$ cat src/rtl/maxnet_pkg.sv
// maxnet_pkg: shared widths, value type and FSM state type for the
// 4-unit winner-take-all sequencer (maxnet_sequencer, maxnet_winner_enc).
package maxnet_pkg;

  localparam int unsigned DATA_W  = 5;  // two's complement candidate width
  localparam int unsigned FRAC_W  = 3;  // fraction bits within DATA_W
  localparam int unsigned N_UNITS = 4;  // parallel PU instances
  localparam int unsigned IDX_W   = 2;  // winner index width
  localparam int unsigned NZ_W    = 3;  // count of surviving candidates, 0..N_UNITS

  typedef logic [DATA_W-1:0] value_t;

  typedef enum logic [2:0] {
    ST_IDLE,
    ST_MULT,
    ST_ADD,
    ST_UPDATE,
    ST_CHECK,
    ST_DONE
  } state_t;

endpackage

$ cat src/rtl/maxnet_winner_enc.sv
// maxnet_winner_enc: combinational survivor encoder.
// Ports:
//   zflags    in  N_UNITS  per-unit zero flags (1 = candidate collapsed)
//   nz        out NZ_W     number of cleared zero flags (surviving candidates)
//   first_idx out IDX_W    index of the lowest surviving candidate, 0 if none
module maxnet_winner_enc
  import maxnet_pkg::*;
(
  input  logic [N_UNITS-1:0] zflags,
  output logic [NZ_W-1:0]    nz,
  output logic [IDX_W-1:0]   first_idx
);

  logic found;

  always_comb begin
    nz        = '0;
    first_idx = '0;
    found     = 1'b0;
    for (int unsigned i = 0; i < N_UNITS; i++) begin
      if (!zflags[i]) begin
        nz = nz + NZ_W'(1);
        if (!found) begin
          first_idx = IDX_W'(i);
          found     = 1'b1;
        end
      end
    end
  end

endmodule

$ cat src/rtl/maxnet_sequencer.sv
// maxnet_sequencer: iteration controller and candidate register bank for the
// 4-unit winner-take-all network. Loads four candidates, pulses the PU
// multiply/add register enables, captures PU results and zero flags, and
// repeats until at most one candidate survives; then reports the winner.
// Configuration macro: MAXNET_TIMEOUT_EN builds an iteration counter that
// stops the run after MAX_ITER iterations and raises timeout.
// Ports:
//   clk, rst              clock, synchronous active-high reset
//   start                 one-cycle run request, honoured only when idle
//   in0..in3              initial candidates, latched on accepted start
//   new_value0..3/zero0..3 per-PU result and Zero_signal
//   x0..x3                current candidate registers
//   mult_reg_en/add_reg_en PU stage register enables
//   busy, done            run in progress / one-cycle completion pulse
//   winner_valid/idx/value single survivor report
//   timeout               iteration cap ended the run
module maxnet_sequencer
  import maxnet_pkg::*;
#(
  parameter int unsigned MAX_ITER = 15
) (
  input  logic       clk,
  input  logic       rst,
  input  logic       start,
  input  logic [4:0] in0,
  input  logic [4:0] in1,
  input  logic [4:0] in2,
  input  logic [4:0] in3,
  input  logic [4:0] new_value0,
  input  logic [4:0] new_value1,
  input  logic [4:0] new_value2,
  input  logic [4:0] new_value3,
  input  logic       zero0,
  input  logic       zero1,
  input  logic       zero2,
  input  logic       zero3,
  output logic [4:0] x0,
  output logic [4:0] x1,
  output logic [4:0] x2,
  output logic [4:0] x3,
  output logic       mult_reg_en,
  output logic       add_reg_en,
  output logic       busy,
  output logic       done,
  output logic       winner_valid,
  output logic [1:0] winner_idx,
  output logic [4:0] winner_value,
  output logic       timeout
);

  state_t               state_q, state_d;
  value_t               x_q [N_UNITS];
  value_t               x_d [N_UNITS];
  logic [N_UNITS-1:0]   zflag_q, zflag_d;
  logic                 winner_valid_q, winner_valid_d;
  logic [IDX_W-1:0]     winner_idx_q, winner_idx_d;
  value_t               winner_value_q, winner_value_d;

  value_t               in_v [N_UNITS];
  value_t               nv_v [N_UNITS];
  logic [N_UNITS-1:0]   zero_v;
  logic [NZ_W-1:0]      nz;
  logic [IDX_W-1:0]     first_idx;

`ifdef MAXNET_TIMEOUT_EN
  logic [3:0]           iter_q, iter_d;
  logic                 timeout_q, timeout_d;
`endif

  assign in_v[0] = in0;
  assign in_v[1] = in1;
  assign in_v[2] = in2;
  assign in_v[3] = in3;
  assign nv_v[0] = new_value0;
  assign nv_v[1] = new_value1;
  assign nv_v[2] = new_value2;
  assign nv_v[3] = new_value3;
  assign zero_v  = {zero3, zero2, zero1, zero0};

  maxnet_winner_enc u_winner_enc (
    .zflags    (zflag_q),
    .nz        (nz),
    .first_idx (first_idx)
  );

  always_comb begin
    state_d        = state_q;
    x_d            = x_q;
    zflag_d        = zflag_q;
    winner_valid_d = winner_valid_q;
    winner_idx_d   = winner_idx_q;
    winner_value_d = winner_value_q;
`ifdef MAXNET_TIMEOUT_EN
    iter_d         = iter_q;
    timeout_d      = timeout_q;
`endif
    case (state_q)
      ST_IDLE: begin
        if (start) begin
          x_d            = in_v;
          winner_valid_d = 1'b0;
          winner_idx_d   = '0;
          winner_value_d = '0;
`ifdef MAXNET_TIMEOUT_EN
          iter_d         = '0;
          timeout_d      = 1'b0;
`endif
          state_d        = ST_MULT;
        end
      end
      ST_MULT:   state_d = ST_ADD;
      ST_ADD:    state_d = ST_UPDATE;
      ST_UPDATE: begin
        x_d     = nv_v;
        zflag_d = zero_v;
`ifdef MAXNET_TIMEOUT_EN
        iter_d  = iter_q + 4'd1;
`endif
        state_d = ST_CHECK;
      end
      ST_CHECK: begin
        // Winner registers load on the CHECK->DONE edge so they are already
        // valid while done is high; zflags and x are frozen from here on.
        if (nz <= NZ_W'(1)) begin
          winner_valid_d = (nz == NZ_W'(1));
          winner_idx_d   = (nz == NZ_W'(1)) ? first_idx : '0;
          winner_value_d = (nz == NZ_W'(1)) ? x_q[first_idx] : '0;
          state_d        = ST_DONE;
        end
`ifdef MAXNET_TIMEOUT_EN
        else if (iter_q == 4'(MAX_ITER)) begin
          timeout_d = 1'b1;
          state_d   = ST_DONE;
        end
`endif
        else begin
          state_d = ST_MULT;
        end
      end
      ST_DONE:   state_d = ST_IDLE;
      default:   state_d = ST_IDLE;
    endcase
  end

  always_ff @(posedge clk) begin
    if (rst) begin
      state_q        <= ST_IDLE;
      for (int unsigned i = 0; i < N_UNITS; i++) x_q[i] <= '0;
      zflag_q        <= '1;
      winner_valid_q <= 1'b0;
      winner_idx_q   <= '0;
      winner_value_q <= '0;
`ifdef MAXNET_TIMEOUT_EN
      iter_q         <= '0;
      timeout_q      <= 1'b0;
`endif
    end else begin
      state_q        <= state_d;
      x_q            <= x_d;
      zflag_q        <= zflag_d;
      winner_valid_q <= winner_valid_d;
      winner_idx_q   <= winner_idx_d;
      winner_value_q <= winner_value_d;
`ifdef MAXNET_TIMEOUT_EN
      iter_q         <= iter_d;
      timeout_q      <= timeout_d;
`endif
    end
  end

  assign x0           = x_q[0];
  assign x1           = x_q[1];
  assign x2           = x_q[2];
  assign x3           = x_q[3];
  assign mult_reg_en  = (state_q == ST_MULT);
  assign add_reg_en   = (state_q == ST_ADD);
  assign busy         = (state_q != ST_IDLE);
  assign done         = (state_q == ST_DONE);
  assign winner_valid = winner_valid_q;
  assign winner_idx   = winner_idx_q;
  assign winner_value = winner_value_q;
`ifdef MAXNET_TIMEOUT_EN
  assign timeout      = timeout_q;
`else
  assign timeout      = 1'b0;
`endif

endmodule

$ cat config.mk
export PLATFORM = sky130hd
export DESIGN_NAME = maxnet_sequencer
export DESIGN_NICKNAME = d
export VERILOG_FILES = /design/src/rtl/maxnet_pkg.sv /design/src/rtl/maxnet_winner_enc.sv /design/src/rtl/maxnet_sequencer.sv
export SDC_FILE = /design/constraint.sdc
export NUM_CORES = 1
export LEC_CHECK = 0
export ABC_CLOCK_PERIOD_IN_PS = 3550
export CORE_AREA = 2 2 71 73
export CTS_BUF_LIST = sky130_fd_sc_hd__clkbuf_16
export CTS_CLUSTER_DIAMETER = 120
export DETAILED_ROUTE_END_ITERATION = 10
export DIE_AREA = 0 0 73 75
export GPL_TIMING_DRIVEN = 0
export HOLD_SLACK_MARGIN = 0.15
export PLACE_DENSITY_LB_ADDON = 0.1
export SETUP_SLACK_MARGIN = 0.4
export SLEW_MARGIN = 30
export SYNTH_ARGS = -nofsm -noshare
export SYNTH_HDL_FRONTEND = slang
export SYNTH_SLANG_ARGS = --single-unit
$ cat constraint.sdc
create_clock -name clk -period 3.55 [get_ports clk]
set_input_delay 1.065 -clock clk [delete_from_list [all_inputs] [get_ports clk]]
set_output_delay 1.065 -clock clk [all_outputs]
set_load 0.01 [all_outputs]
==> flow_summary.yaml <==
run_status:
  outcome: "finished, final reports clean"
cells_and_area:
  n_antenna_cell: 0
  fin_util: 0.642
  layout_common_cells: "78 x clkdlybuf4s50_1, 35 x dfxtp_1, 28 x mux2i_1"
  stdcell_count: 352
  fin_nets: 348
  area_delta_synth_final_pct: 53.3
  fillers: 413
  drive_above_1_share: 0.0872
  final_common_cell: "clkdlybuf4s50_1"
clock_tree:
  cts_max_level: 2
  cts.sinks: 35
  hold_buffers: 0
  clockBufferDepth: 2
  cts_resized: 0
  clock_latency_ns: 0.28
  numCtsBuffers: 5
  clk_pin_slew_worst_paths_ns: 0.06
  clock-root-buffer: "clkbuf_16"
  postCtsSetupRepairBufs: 0
  tritoncts: "done"
sta:
  finalMaxSlewViolations: 0
  hold_viol: 0
  skew_ns: 0.00331
  fin_hold_ws_ns: 0.460
  period_minus_slack_ns: 2.75
  finalSetupTns_ns: 0
  setup_viol: 0
  max_freq_ghz: 0.364
  rsz0062_at_grt: "false"
  fin_crit_sh: 0.774
  max-slew-margin-rel: 0.627
  worst_pin_slew_ns: 0.559
placed_design:
  dp.cells: 344
  place_hpwl_um: 3880
  place.gp.congestion: 0.770
  port_buffers: 78
global_routing:
  grt_pass1_wl_um: 8420
  grt_pass1_vias: 1769
  grt-ovfl-total: 0
  grt_max_degree: 13
  grt_usage: 0.201
  antenna_found_initial: 0
route:
  final_antenna_net_count: 0
  drtIter0Drc: 75
  vias: 1855
  routed_wl_um: 5250
  drc: 0
  vias_per_cell: 5.27
  wire_per_inst_um: 14.9
  firstDrtPassIters: 4
setup_path:
  r2r_slack_ns: 0.90
  cp_max_fo: 10
  cp.arrival_ns: 1.68
  critical_path.endpoint: "add_reg_en"
  crit_path_start_kind: "flip-flop"
  critical_path_class: "reg2out"
  worstRegToRegCells: 9
  cp-end-kind: "primary output"
  crit_path_start: "state_q[1]"
  worst-endpoint-required_ns: 2.48
  r2r-end: "state_q[2]"
  r2r-start: "zflag_q[0]"
synth:
  synthTopCellsByArea: "dfxtp_1 36%, mux2i_1 14%, a211oi_1 8.1%"
  syn_area_per_cell_sq_um: 9.21
  synth-seq-area-share: 0.359
  netlist_area_sq_um: 1950
  synthCells: 212
  synth_top_area_cell: "dfxtp_1"
  synth_fp_nets: 263
  synth_top_area_frac: 0.359
  synth_warnings: 0
  ys_ff_latch: 35
  ys_types: 37
die:
  dieArea_sq_um: 5480
  core_region_area_sq_um: 4660
  ios: 80
  initial_core_util: 0.419
  rows: 25
  die_w_um: 73
  die_h_um: 75
power:
  leakage_nw: 1.18
  p_per_area_nw_per_um2: 437
  ir_drop_uv: 343
run:
  maxCapViolCount: 0
worst_hold_path:
  hp-class: "reg2reg"
-- worst min path at each step --
stage                            to  cells past startpoint  slack, ns            start
finish                winner_idx[0]                      2       0.46    winner_idx[0]
detailed placement    winner_idx[0]                      2       0.46    winner_idx[0]
CTS                   winner_idx[0]                      2       0.46    winner_idx[0]
global placement      winner_idx[0]                      2       0.44    winner_idx[0]
floorplan           winner_value[4]                      2       0.48  winner_value[4]
global route        winner_value[2]                      2       0.49  winner_value[2]
-- where the power goes --
part	internal, mW	switching, mW	leakage [nW]	total, mW
combinational	0.168	0.121	0.803	0.290
clock	0.402	0.170	0.0900	0.572
sequential	0.423	0.0237	0.286	0.447
-- synthesized netlist by cell type --
cell	instances
dfxtp_1	35
mux2i_1	28
nor2_1	26
a211oi_1	21
clkbuf_1	13
nand2_1	13
nand2b_1	9
mux2_2	7
inv_1	6
o211ai_1	5
buf_4	4
ha_1	4
nand4bb_1	4
o21ai_0	4
nor2b_1	3
nor3b_1	3
o221a_2	3
a211o_1	2
and3b_1	2
nand3b_1	2
nor3_1	2
a2111o_1	1
a2111oi_0	1
a211oi_2	1
a21boi_2	1
a311o_1	1
buf_1	1
buf_6	1
conb_1	1
nand3_1	1
nor4b_2	1
o21bai_1	1
o221a_1	1
or3_1	1
or4_1	1
xnor2_1	1
xor2_1	1
-- cell type report --
| type | count | area (sq um) | area share |
|---|---|---|---|
| tap | 54 | 67.6 | 0.0226 |
| timing repair buffer | 78 | 781 | 0.261 |
| sequential | 35 | 701 | 0.234 |
| buffer | 19 | 93.8 | 0.0314 |
| inverter | 6 | 22.5 | 0.00753 |
| clock inverter | 3 | 67.6 | 0.0226 |
| multi-input combinational | 152 | 1130 | 0.379 |
| clock buffer | 5 | 125 | 0.0418 |
-- worst max-delay path, stage by stage, from the launching register on --
cell and delay (ns):
dfxtp_1 0.31, clkbuf_1 0.31, nor3b_1 0.23, clkdlybuf4s50_1 0.56
-- routing by layer --
| layer | up-vias | share of wire | track usage |
|---|---|---|---|
| li1 | 936 | - | - |
| met4 | 0 | 0.0084 | 0.0556 |
| met1 | 856 | 0.47 | 0.260 |
| met2 | 58 | 0.47 | 0.332 |
| met3 | 5 | 0.060 | 0.0522 |
| met5 | - | 0 | 0 |
-- kinds of logic after synthesis --
kind of cell,after synthesis,share of synthesized area
multiplexers,35,0.184
XOR/XNOR,2,0.00898
other,1,0.00192
adder cells (fa/ha/maj),4,0.0256
AND/OR/NAND/NOR,68,0.187
buffers and inverters,25,0.0596
AO/OA/AOI/OAI,42,0.174
flip-flops,35,0.359
-- registers in the layout, indices dropped and copies added, names as in the netlist --
register,flops
state_q,3
winner_idx,2
winner_valid,1
winner_value,5
x0,5
x1,5
x2,5
x3,5
zflag_q,4
-- stage by stage --
stage	total power [mW]	setup WS (ns)	instance area, sq um
final	1.31	0.803	2990
after global routing	1.36	0.694	2990
after CTS	1.32	0.783	2990
after detailed placement	0.746	0.770	2800
after global placement	0.743	0.782	2800
after floorplan	0.600	1.08	1950
Power figures use the tool's default switching activity.
